**src/rtl/l2_arbiter.sv**
```systemverilog
// Two-port arbiter sharing the L2 CPU-side request port between the L1 I-cache and L1 D-cache.
// Define L2_ARB_RR_EN for round-robin arbitration; otherwise the D-cache wins on contention.
module l2_arbiter #(
   parameter int ADDR_W = 32,
   parameter int LINE_W = 256
) (
   input  logic              clk,
   input  logic              rst_n,
   input  logic              i_cyc,
   input  logic              i_stb,
   input  logic [ADDR_W-1:0] i_addr,
   output logic              i_ack,
   output logic [LINE_W-1:0] i_rdata,
   input  logic              d_cyc,
   input  logic              d_stb,
   input  logic              d_we,
   input  logic [ADDR_W-1:0] d_addr,
   input  logic [LINE_W-1:0] d_wdata,
   output logic              d_ack,
   output logic [LINE_W-1:0] d_rdata,
   output logic              l2_cyc,
   output logic              l2_stb,
   output logic              l2_we,
   output logic [ADDR_W-1:0] l2_addr,
   output logic [LINE_W-1:0] l2_wdata,
   input  logic              l2_ack,
   input  logic [LINE_W-1:0] l2_rdata,
   output logic              busy
);

   typedef enum logic [1:0] {
      IDLE    = 2'd0,
      GRANT_I = 2'd1,
      GRANT_D = 2'd2
   } state_t;

   state_t state_q, state_d;
   logic   i_pend, d_pend;

   assign i_pend = i_cyc & i_stb;
   assign d_pend = d_cyc & d_stb;

`ifdef L2_ARB_RR_EN
   // High when the most recently completed grant went to the D-cache.
   logic last_d_q, last_d_d;
`endif

   always_comb begin
      state_d = state_q;
`ifdef L2_ARB_RR_EN
      last_d_d = last_d_q;
`endif
      case (state_q)
         IDLE: begin
            if (i_pend && d_pend) begin
`ifdef L2_ARB_RR_EN
               state_d = last_d_q ? GRANT_I : GRANT_D;
`else
               state_d = GRANT_D;
`endif
            end else if (d_pend) begin
               state_d = GRANT_D;
            end else if (i_pend) begin
               state_d = GRANT_I;
            end
         end
         GRANT_I: begin
            if (l2_ack) begin
               state_d = IDLE;
`ifdef L2_ARB_RR_EN
               last_d_d = 1'b0;
`endif
            end else if (!i_cyc) begin
               // Aborted access: release without touching the fairness history.
               state_d = IDLE;
            end
         end
         GRANT_D: begin
            if (l2_ack) begin
               state_d = IDLE;
`ifdef L2_ARB_RR_EN
               last_d_d = 1'b1;
`endif
            end else if (!d_cyc) begin
               state_d = IDLE;
            end
         end
         default: state_d = IDLE;
      endcase
   end

   always_ff @(posedge clk or negedge rst_n) begin
      if (!rst_n) begin
         state_q  <= IDLE;
`ifdef L2_ARB_RR_EN
         last_d_q <= 1'b0;
`endif
      end else begin
         state_q  <= state_d;
`ifdef L2_ARB_RR_EN
         last_d_q <= last_d_d;
`endif
      end
   end

   // Steering follows the registered state, so reset drops l2_cyc without a clock edge.
   always_comb begin
      l2_cyc   = 1'b0;
      l2_stb   = 1'b0;
      l2_we    = 1'b0;
      l2_addr  = '0;
      l2_wdata = '0;
      i_ack    = 1'b0;
      d_ack    = 1'b0;
      case (state_q)
         GRANT_I: begin
            l2_cyc  = i_cyc;
            l2_stb  = i_stb;
            l2_addr = i_addr;
            i_ack   = l2_ack;
         end
         GRANT_D: begin
            l2_cyc   = d_cyc;
            l2_stb   = d_stb;
            l2_we    = d_we;
            l2_addr  = d_addr;
            l2_wdata = d_wdata;
            d_ack    = l2_ack;
         end
         default: ;
      endcase
   end

   assign i_rdata = l2_rdata;
   assign d_rdata = l2_rdata;
   assign busy    = (state_q != IDLE);

endmodule

```
**config.mk**
```make
export PLATFORM = sky130hd
export DESIGN_NAME = l2_arbiter
export DESIGN_NICKNAME = d
export VERILOG_FILES = /design/src/rtl/l2_arbiter.sv
export SDC_FILE = /design/constraint.sdc
export NUM_CORES = 1
export LEC_CHECK = 0
export CORE_AREA = 2 2 538 540
export CTS_BUF_LIST = sky130_fd_sc_hd__clkbuf_4
export DETAILED_ROUTE_END_ITERATION = 8
export DIE_AREA = 0 0 540 542
export DONT_BUFFER_PORTS = 1
export PLACE_DENSITY = 0.3
export SLEW_MARGIN = 20
export SYNTH_ARGS = -nofsm -noshare
export SYNTH_HDL_FRONTEND = slang
export SYNTH_SLANG_ARGS = --single-unit
```
**constraint.sdc**
```tcl
create_clock -name clk -period 1.3 [get_ports clk]
set_input_delay 0.195 -clock clk [delete_from_list [all_inputs] [get_ports clk]]
set_output_delay 0.195 -clock clk [all_outputs]
set_load 0.005 [all_outputs]
```
==> results of run 1 <==
per-layer routing:
| layer | vias to the layer above | part of all wire [%] | wire, µm |
|---|---|---|---|
| met5 | - | 0.18 | 333 |
| met1 | 2181 | 17 | 31500 |
| li1 | 1633 | - | - |
| met2 | 1201 | 46 | 83600 |
| met4 | 48 | 3.6 | 6530 |
| met3 | 491 | 33 | 58800 |
cell type report:
class                           count  area [µm²]  share of cell area, %
Sequential cell                     2        50.0                  0.416
Clock buffer                        3        22.5                  0.187
Timing Repair Buffer              236        4110                   34.2
Multi-Input combinational cell    338        3040                   25.2
Inverter                            3        11.3                 0.0935
Tap cell                         3781        4730                   39.3
Antenna cell                       31        77.6                  0.644
kinds of logic after synthesis:
| kind of cell | count (synthesis) | synth area share, % |
|---|---|---|
| AOI/OAI and AO/OA | 39 | 4.88 |
| adders and majority gates | 3 | 0.596 |
| buffers and inverters | 554 | 64.4 |
| DFF | 2 | 0.794 |
| and+or+nand+nor | 296 | 29.3 |
final timing paths:
check	cells after the start	startpoint	slack (ns)	to
setup / recovery	7	state_q[0]	-0.60	l2_wdata[209]
hold / removal	2	d_stb	0.15	state_q[1]
setup reg to reg	8	state_q[0]	-0.34	state_q[1]
hold reg to reg	2	state_q[1]	0.69	state_q[1]
max in group asynchronous	1	rst_n	0.86	state_q[1]
min in group asynchronous	1	rst_n	0.26	state_q[0]
power groups by stage:
stage	Combinational, mW	Sequential [mW]	Clock, mW
after floorplan	5.33	0.107	0
after global placement	16.6	0.115	0
after detailed placement	16.6	0.117	0
after CTS	21.3	0.119	0.146
after global routing	23.7	0.124	0.157
final	22.5	0.122	0.139
metrics by stage:
stage	cells	utilization (%)	power (mW)
after global placement	4317	3.54	16.8
after global routing	4383	4.19	24.0
after CTS	4351	3.95	21.6
after detailed placement	4317	3.54	16.7
final	4394	4.20	22.7
after floorplan	894	-	5.44
worst max-delay path, delay by kind of cell, from the launching register on:
family	cells	cell delay, ns
buf+inv	5	0.70
fa+ha+maj	1	0.18
simple gates	1	0.17
flops	1	0.38
Yosys cell counts (2+ instances only):
cell	number
clkbuf_2	17
inv_1	3
clkbuf_1	4
and2_1	259
ha_1	3
dfrtp_1	2
nor2b_1	34
a22oi_1	33
o2bb2ai_1	2
buf_4	515
buf_2	14
repair_timing:
item,in CTS,in global routing
cloned,14,3
setup buffers,16,14
pin swaps,5,13
setup endpoints to repair,295,295
endpoints found under the hold margin,2,0
hold buffers,1,0
resized for setup,209,170
==> results.txt, run 1 <==
NetSw -> 11.0 mW
minimum clock period -> 1.90 ns
Max clock buf depth -> 2
top achievable clock speed -> 526 MHz
failing checks -> setup timing
detailed-route via count -> 5554
Post-Syn Area per Cell -> 7.05 µm²
Post-Syn Area -> 6300 µm²
clock network power share -> 0.6%
drt first-iter violations -> 252
Cells after Synth -> 894
sw frac -> 48.5%
Pint -> 11.7 mW
commonest cells after routing, fill and taps aside -> and2_4 (216), buf_12 (144), buf_6 (39)
final worst setup slack -> -0.602 ns
antenna violations before repair -> 160
CP cell instances -> inv_2 -> ha_4 -> buf_12 -> buf_4 -> buf_16 -> and2_4 -> buf_12
CP startpoint kind -> flop
clock latency on the worst-skew pair -> 0.22 ns
final worst path period share -> 146%
first-pass detailed-route iteration total -> 4
syn nets -> 1481
Global Route Usage Sum -> 11.8%
Yosys top cell by area -> buf_4
Seq/Total Area, Yosys -> 0.794%
Critical Path End Type -> primary output
share of cells above drive strength 1 -> 86.9%
row cnt -> 197
pre-CTS WS -> -0.437 ns
Pleak -> 3.23 nW
Pwr Density -> 1890 nW/µm²
asr flop ratio synth -> 100%
TritonCTS Buffers -> 3
Hold Path Class -> input pin to flop
Final setup violation count -> 295
Peak VDD IR -> 941 µV
Post-Route WL -> 181000 µm
FF+latch count, synth -> 2
Die ar. -> 293000 µm²
CTS tree -> yes
CP Max Fanout -> 24
clock root buffer -> clkbuf_4
placer's final routability congestion estimate -> 0.842
CP required -> 1.11 ns
Area contributors post-synth -> buf_4 (61%), and2_1 (26%), a22oi_1 (3.9%)
busiest grt layer -> met2
number of synthesis warnings -> 0
H-tree lvl count -> 1
Most Frequent Cell on Critical Path -> buf_12
Vias/cell -> 1.26
Clk pin slew, worst setup/hold paths -> 0.03 ns
post-synthesis cell type count -> 19
most common cell after layout, fill and taps aside -> and2_4
drt wl/cell -> 41.1 µm
Post-synth EDFFs -> 0
clk sinks -> 2
largest net degree at the start of global routing -> 29
met2 Track Usage GR -> 19.7%
Chip Height -> 542 µm
data arrival time of the critical path -> 1.71 ns
part of the power in registers -> 0.5%
Die Wd -> 540 µm
max FFs per register -> 2
critical path's largest stage delay -> 0.38 ns
Max Cap Viol -> 0
Final Max Slew Viols -> 0
logic gate share of total power -> 98.9%
DRC -> 0
crit path kind -> flop to primary output
hold_ws -> 0.147 ns
share of the synthesized area in the top cell type -> 61.3%
met3 usage -> 17.8%
final setup skew -> 0.000618 ns
setup TNS -> -146.33 ns
RSZ-0062 raised after global routing -> true
nets -> 1171
HPWL Detailed -> 172000 µm
antenna-violating nets left -> 0
core box area -> 287000 µm²
Placement Cell Area -> 10200 µm²
fin area -> 12000 µm²
worst slew pin tran -> 0.307 ns
dominant synthesized flop cell -> dfrtp_1
first-pass GRT wire length -> 194000 µm
vias in the first global route -> 5235
max_slew headroom -> 79.6%
Final Hold Vio Count -> 0
grt total ovfl -> 0
biggest registers after layout -> state_q (2)
slowest CP cell -> dfrtp_1
I/O Pins -> 1390
fill count -> 34000
starting density of the core -> 2.20%
PortBufs -> 0
Area Growth Syn to Fin -> 91.0%
outcome -> finished, violations left
Biggest register -> state_q
GR Util met1 -> 5.97%
Power figures use the tool's default switching activity.
==> inputs of run 2 (changes only) <==
- CORE_AREA: 2 2 538 540 -> 2 2 545 547
- DIE_AREA: 0 0 540 542 -> 0 0 547 549
- DONT_BUFFER_PORTS: 1 -> unset
- TNS_END_PERCENT: unset -> 100
==> results.txt, run 2 (synthesized netlist as in run 1, its figures left out) <==
hold_ws -> 0.149 ns
H-tree lvl count -> 1
Reg area -> 50.0 µm²
Worst R2R End -> state_q[0]
nets -> 1685
Critical Path End Type -> primary output
vias in the first global route -> 7444
clk sinks -> 2
drt wl/cell -> 34.1 µm
reg2reg start -> state_q[0]
max_slew headroom -> 76.3%
Chip Height -> 549 µm
placer's final routability congestion estimate -> 0.840
share of cells above drive strength 1 -> 57.8%
largest net degree at the start of global routing -> 45
Pwr Density -> 1510 nW/µm²
worst setup path end -> l2_addr[30]
top achievable clock speed -> 481 MHz
clock latency on the worst-skew pair -> 0.22 ns
detailed-route via count -> 7257
R2R setup slack -> -0.46 ns
commonest cells after routing, fill and taps aside -> clkdlybuf4s50_1 (327), buf_12 (172), and2_4 (155)
RSZ-0062 raised after global routing -> true
clock root buffer -> clkbuf_4
Biggest register -> state_q
I/O Pins -> 1390
fill count -> 34600
Final Hold Vio Count -> 0
failing checks -> setup timing
HPWL Detailed -> 161000 µm
final worst path period share -> 160%
overall power -> 26.2 mW
most common cell after layout, fill and taps aside -> clkdlybuf4s50_1
pre-CTS WS -> -0.871 ns
CP Max Fanout -> 8
max FFs per register -> 2
crit path from -> state_q[0]
Pleak -> 5.53 nW
area occupied by multi-input gates -> 2830 µm²
data arrival time of the critical path -> 1.88 ns
grt total ovfl -> 0
first-pass GRT wire length -> 190000 µm
final setup skew -> 0.00188 ns
Most Frequent Cell on Critical Path -> buf_12
worst slew pin tran -> 0.355 ns
first-pass detailed-route iteration total -> 4
PortBufs -> 621
outcome -> finished, violations left
Cells after DPL -> 4952
row cnt -> 200
Worst path depth -> 9
final worst setup slack -> -0.778 ns
CP required -> 1.11 ns
Area Growth Syn to Fin -> 176%
Max clock buf depth -> 2
Hold Buf Count CTS -> 0
Die ar. -> 300000 µm²
r2r worst-path depth -> 8
Die Wd -> 547 µm
Hold Path Class -> input pin to async pin
CTS tree -> yes
critical path's largest stage delay -> 0.37 ns
antenna violations before repair -> 139
Post-Route WL -> 172000 µm
DRC -> 0
CP startpoint kind -> flop
drt first-iter violations -> 317
Post-Layout Cell Count -> 5064
Clk pin slew, worst setup/hold paths -> 0.03 ns
antenna-violating nets left -> 0
starting density of the core -> 2.14%
Global Route Usage Sum -> 10.9%
CP delay by family, top -> buffers and inverters
CP cell instances -> inv_2 -> ha_4 -> buf_6 -> buf_12 -> buf_12 -> buf_16 -> a22oi_2 -> nor2b_2 -> buf_12
minimum clock period -> 2.08 ns
Max Cap Viol -> 0
TritonCTS Buffers -> 3
core box area -> 295000 µm²
biggest registers after layout -> state_q (2)
slowest CP cell -> dfrtp_1
Vias/cell -> 1.43
Final setup violation count -> 296
WP buf/inv -> 6
Peak VDD IR -> 461 µV
crit path kind -> flop to primary output
Final Max Slew Viols -> 0
[run 2: cell types whose count changed in the layout (fill, tap and decap cells not counted), moves of 23 or more]
cell,change
and2_1,+66
buf_6,+57
buf_2,+40
clkdlybuf4s50_1,+327
and2_4,-61
nor2b_2,+23
buf_12,+28
[run 2: timing repair]
item	CTS	global route
gates cloned	23	3
hold endpoints to repair	0	0
pin swaps	4	6
buffers inserted	54	20
gates resized for setup	736	130
endpoints found under the setup margin	296	296
[run 2: final cells by class]
type / count / area share, %
Inverter: 3 / 0.0935
Multi-Input combinational cell: 338 / 16.3
Sequential cell: 2 / 0.288
Timing Repair Buffer: 750 / 54.5
Antenna cell: 29 / 0.417
Clock buffer: 3 / 0.129
Tap cell: 3939 / 28.3
[run 2: worst register-to-register path, delay by kind of cell, from the launching register on]
kind                     cells  cell delay [ns]
AND/OR/NAND/NOR              1             0.10
adder cells (fa/ha/maj)      1             0.16
AO/OA/AOI/OAI                2             0.36
buffers and inverters        4             0.66
flip-flops                   1             0.39
[run 2: per-stage QoR]
| stage | util, % | instance area [µm²] | TNS, ns |
|---|---|---|---|
| after floorplan | - | 6320 | -2.16 |
| after global placement | 5.21 | 15400 | -179.40 |
| after detailed placement | 5.21 | 15400 | -175.10 |
| after CTS | 5.81 | 17100 | -205.27 |
| after global routing | 5.88 | 17400 | -208.01 |
| final | 5.90 | 17400 | -182.60 |
[run 2: layer usage]
metal / up-vias / routed length (µm) / part of all wire (%) / track usage, %
met5: - / 296 / 0.17 / 0
met4: 46 / 6660 / 3.9 / 3.48
met3: 423 / 53100 / 31 / 15.4
met2: 1156 / 70300 / 41 / 15.8
met1: 2977 / 42100 / 24 / 7.88
li1: 2655 / - / - / -
[run 2: power breakdown]
group / switching (mW) / internal, mW / total, mW
logic: 11.0 / 15.0 / 26.0
clock network: 0.0364 / 0.102 / 0.138
registers: 0.0278 / 0.0914 / 0.119
[run 2: how the worst min path moves through the flow]
| stage | from | slack, ns | to |
|---|---|---|---|
| after floorplan | rst_n | -0.10 | state_q[0] |
| after global placement | rst_n | 0.39 | state_q[0] |
| after detailed placement | rst_n | 0.38 | state_q[0] |
| after CTS | rst_n | 0.14 | state_q[1] |
| after global routing | rst_n | 0.15 | state_q[0] |
| final | rst_n | 0.15 | state_q[1] |
==> inputs of run 3 (changes only) <==
--- a/constraint.sdc
+++ b/constraint.sdc
@@ -3,2 +3,2 @@
 set_output_delay 0.195 -clock clk [all_outputs]
-set_load 0.005 [all_outputs]
+set_load 0.02 [all_outputs]
==> results.txt, run 3 (synthesized netlist as in run 1, its figures left out) <==
logic gate share of total power -> 99.1%
antenna-violating nets left -> 0
Placement Cell Area -> 17000 µm²
clk sinks -> 2
Critical Path End Type -> primary output
most common cell after layout, fill and taps aside -> clkdlybuf4s50_1
R2R setup slack -> -0.45 ns
clock latency on the worst-skew pair -> 0.23 ns
Pint -> 15.5 mW
worst slew pin tran -> 0.460 ns
H-tree lvl count -> 1
Clk pin slew, worst setup/hold paths -> 0.03 ns
Vias/cell -> 1.46
row cnt -> 200
CP startpoint kind -> flop
Pleak -> 5.39 nW
Worst R2R End -> state_q[0]
vias in the first global route -> 7242
Peak VDD IR -> 719 µV
slowest CP cell -> dfrtp_1
failing checks -> setup timing
top sig layer -> met5
Max clock buf depth -> 2
core box area -> 295000 µm²
Die ar. -> 300000 µm²
detailed-route via count -> 7274
Final Max Slew Viols -> 0
nets -> 1612
reg2reg start -> state_q[1]
max_slew headroom -> 69.3%
max FFs per register -> 2
first-pass GRT wire length -> 207000 µm
Die Wd -> 547 µm
overall power -> 29.5 mW
critical path's largest stage delay -> 0.39 ns
clock network power share -> 0.5%
biggest registers after layout -> state_q (2)
Biggest register -> state_q
final worst setup slack -> -0.754 ns
Met1 Routed Length -> 43800 µm
Pwr Density -> 1650 nW/µm²
sw frac -> 47.5%
r2r worst-path depth -> 7
fin area -> 17800 µm²
RSZ-0062 raised after global routing -> true
antenna violations before repair -> 223
HPWL Detailed -> 182000 µm
minimum clock period -> 2.05 ns
placer's final routability congestion estimate -> 0.742
drt wl/cell -> 37.9 µm
starting density of the core -> 2.14%
Worst path depth -> 8
Hold Buf Count CTS -> 0
CP cell instances -> ha_4 -> buf_12 -> buf_16 -> buf_4 -> buf_16 -> a22oi_2 -> nor2b_4 -> buf_12
first-pass detailed-route iteration total -> 4
part of the power in registers -> 0.4%
Max Cap Viol -> 0
DR WL met3 -> 55400 µm
crit path kind -> flop to primary output
Chip Height -> 549 µm
final setup skew -> 0.00658 ns
outcome -> finished, violations left
Global Route Usage Sum -> 12.1%
DRC -> 0
met2 WL -> 81700 µm
Final Hold Vio Count -> 0
Hold Path Class -> input pin to async pin
Final setup violation count -> 296
share of cells above drive strength 1 -> 66.7%
Area Growth Syn to Fin -> 183%
CP required -> 1.11 ns
PortBufs -> 621
CP Max Fanout -> 8
WP buf/inv -> 5
CP delay by family, top -> buffers and inverters
commonest cells after routing, fill and taps aside -> clkdlybuf4s50_1 (327), buf_12 (261), and2_4 (141)
CTS tree -> yes
top achievable clock speed -> 487 MHz
drt first-iter violations -> 197
data arrival time of the critical path -> 1.86 ns
I/O Pins -> 1390
TritonCTS Buffers -> 3
NetSw -> 14.0 mW
clock root buffer -> clkbuf_4
grt total ovfl -> 0
Post-Route WL -> 189000 µm
final worst path period share -> 158%
largest net degree at the start of global routing -> 29
==> run 3: cell count changes in the layout (fill, tap and decap cells not counted), moves of 11 or more <==
| cell | before | now |
|---|---|---|
| and2_1 | 104 | 3 |
| and2_2 | 0 | 115 |
| and2_4 | 155 | 141 |
| buf_12 | 172 | 261 |
| buf_2 | 40 | 1 |
| buf_6 | 96 | 1 |
| buf_8 | 20 | 4 |
| clkbuf_2 | 11 | 0 |
| clkdlybuf4s15_2 | 8 | 26 |
| nor2b_2 | 23 | 3 |
| nor2b_4 | 5 | 31 |
==> run 3: what timing repair did <==
action,4_1_cts,5_1_grt
pin swaps,2,2
endpoints found under the setup margin,296,296
cloned,5,5
buffers inserted,11,5
resized for setup,162,57
==> run 3: area by class of cell <==
| cell class | instances | area [µm²] |
|---|---|---|
| clock buffer | 3 | 22.5 |
| inverter | 3 | 13.8 |
| sequential | 2 | 50.0 |
| antenna | 29 | 72.6 |
| multi-input combinational | 338 | 3130 |
| tap | 3939 | 4930 |
| fill | 34600 | 277000 |
| timing repair buffer | 677 | 9610 |
==> run 3: worst reg2reg max path, delay by kind of cell, from the launching register on <==
kind	cells	cell delay [ns]
adders and majority gates	1	0.19
DFF	1	0.39
buffers and inverters	3	0.49
AOI/OAI and AO/OA	3	0.59
==> run 3: metrics by stage <==
stage	hold WS [ns]	util [%]	setup slack (ns)	TNS, ns	instances
CTS	0.133	5.93	-0.799	-187.22	4952
finish	0.137	6.04	-0.754	-169.82	4991
global route	0.129	6.02	-0.858	-202.94	4967
detailed placement	0.380	5.76	-0.809	-183.51	4935
floorplan	-0.101	-	-0.0782	-7.34	894
global placement	0.380	5.76	-0.820	-183.38	4935
==> run 3: power groups by stage <==
| stage | Clock [mW] | Sequential, mW | Combinational, mW |
|---|---|---|---|
| after floorplan | 0 | 0.116 | 11.7 |
| after global placement | 0 | 0.115 | 27.4 |
| after detailed placement | 0 | 0.115 | 27.4 |
| after CTS | 0.148 | 0.114 | 29.5 |
| after global routing | 0.162 | 0.119 | 31.1 |
| final | 0.142 | 0.113 | 29.2 |
==> run 3: how the worst max path moves through the flow <==
stage	startpoint	slack [ns]	end
after floorplan	state_q[0]	-0.08	l2_addr[17]
after global placement	state_q[0]	-0.82	l2_wdata[17]
after detailed placement	state_q[0]	-0.81	l2_wdata[17]
after CTS	state_q[0]	-0.80	l2_wdata[156]
after global routing	state_q[0]	-0.86	l2_wdata[159]
final	state_q[1]	-0.75	l2_addr[12]
==> run 3: layer usage <==
layer  up-vias  track usage [%]
li1       2522                -
met1      2755             8.11
met5         -           0.0158
met3       621             16.3
met2      1312             19.0
met4        64             3.45
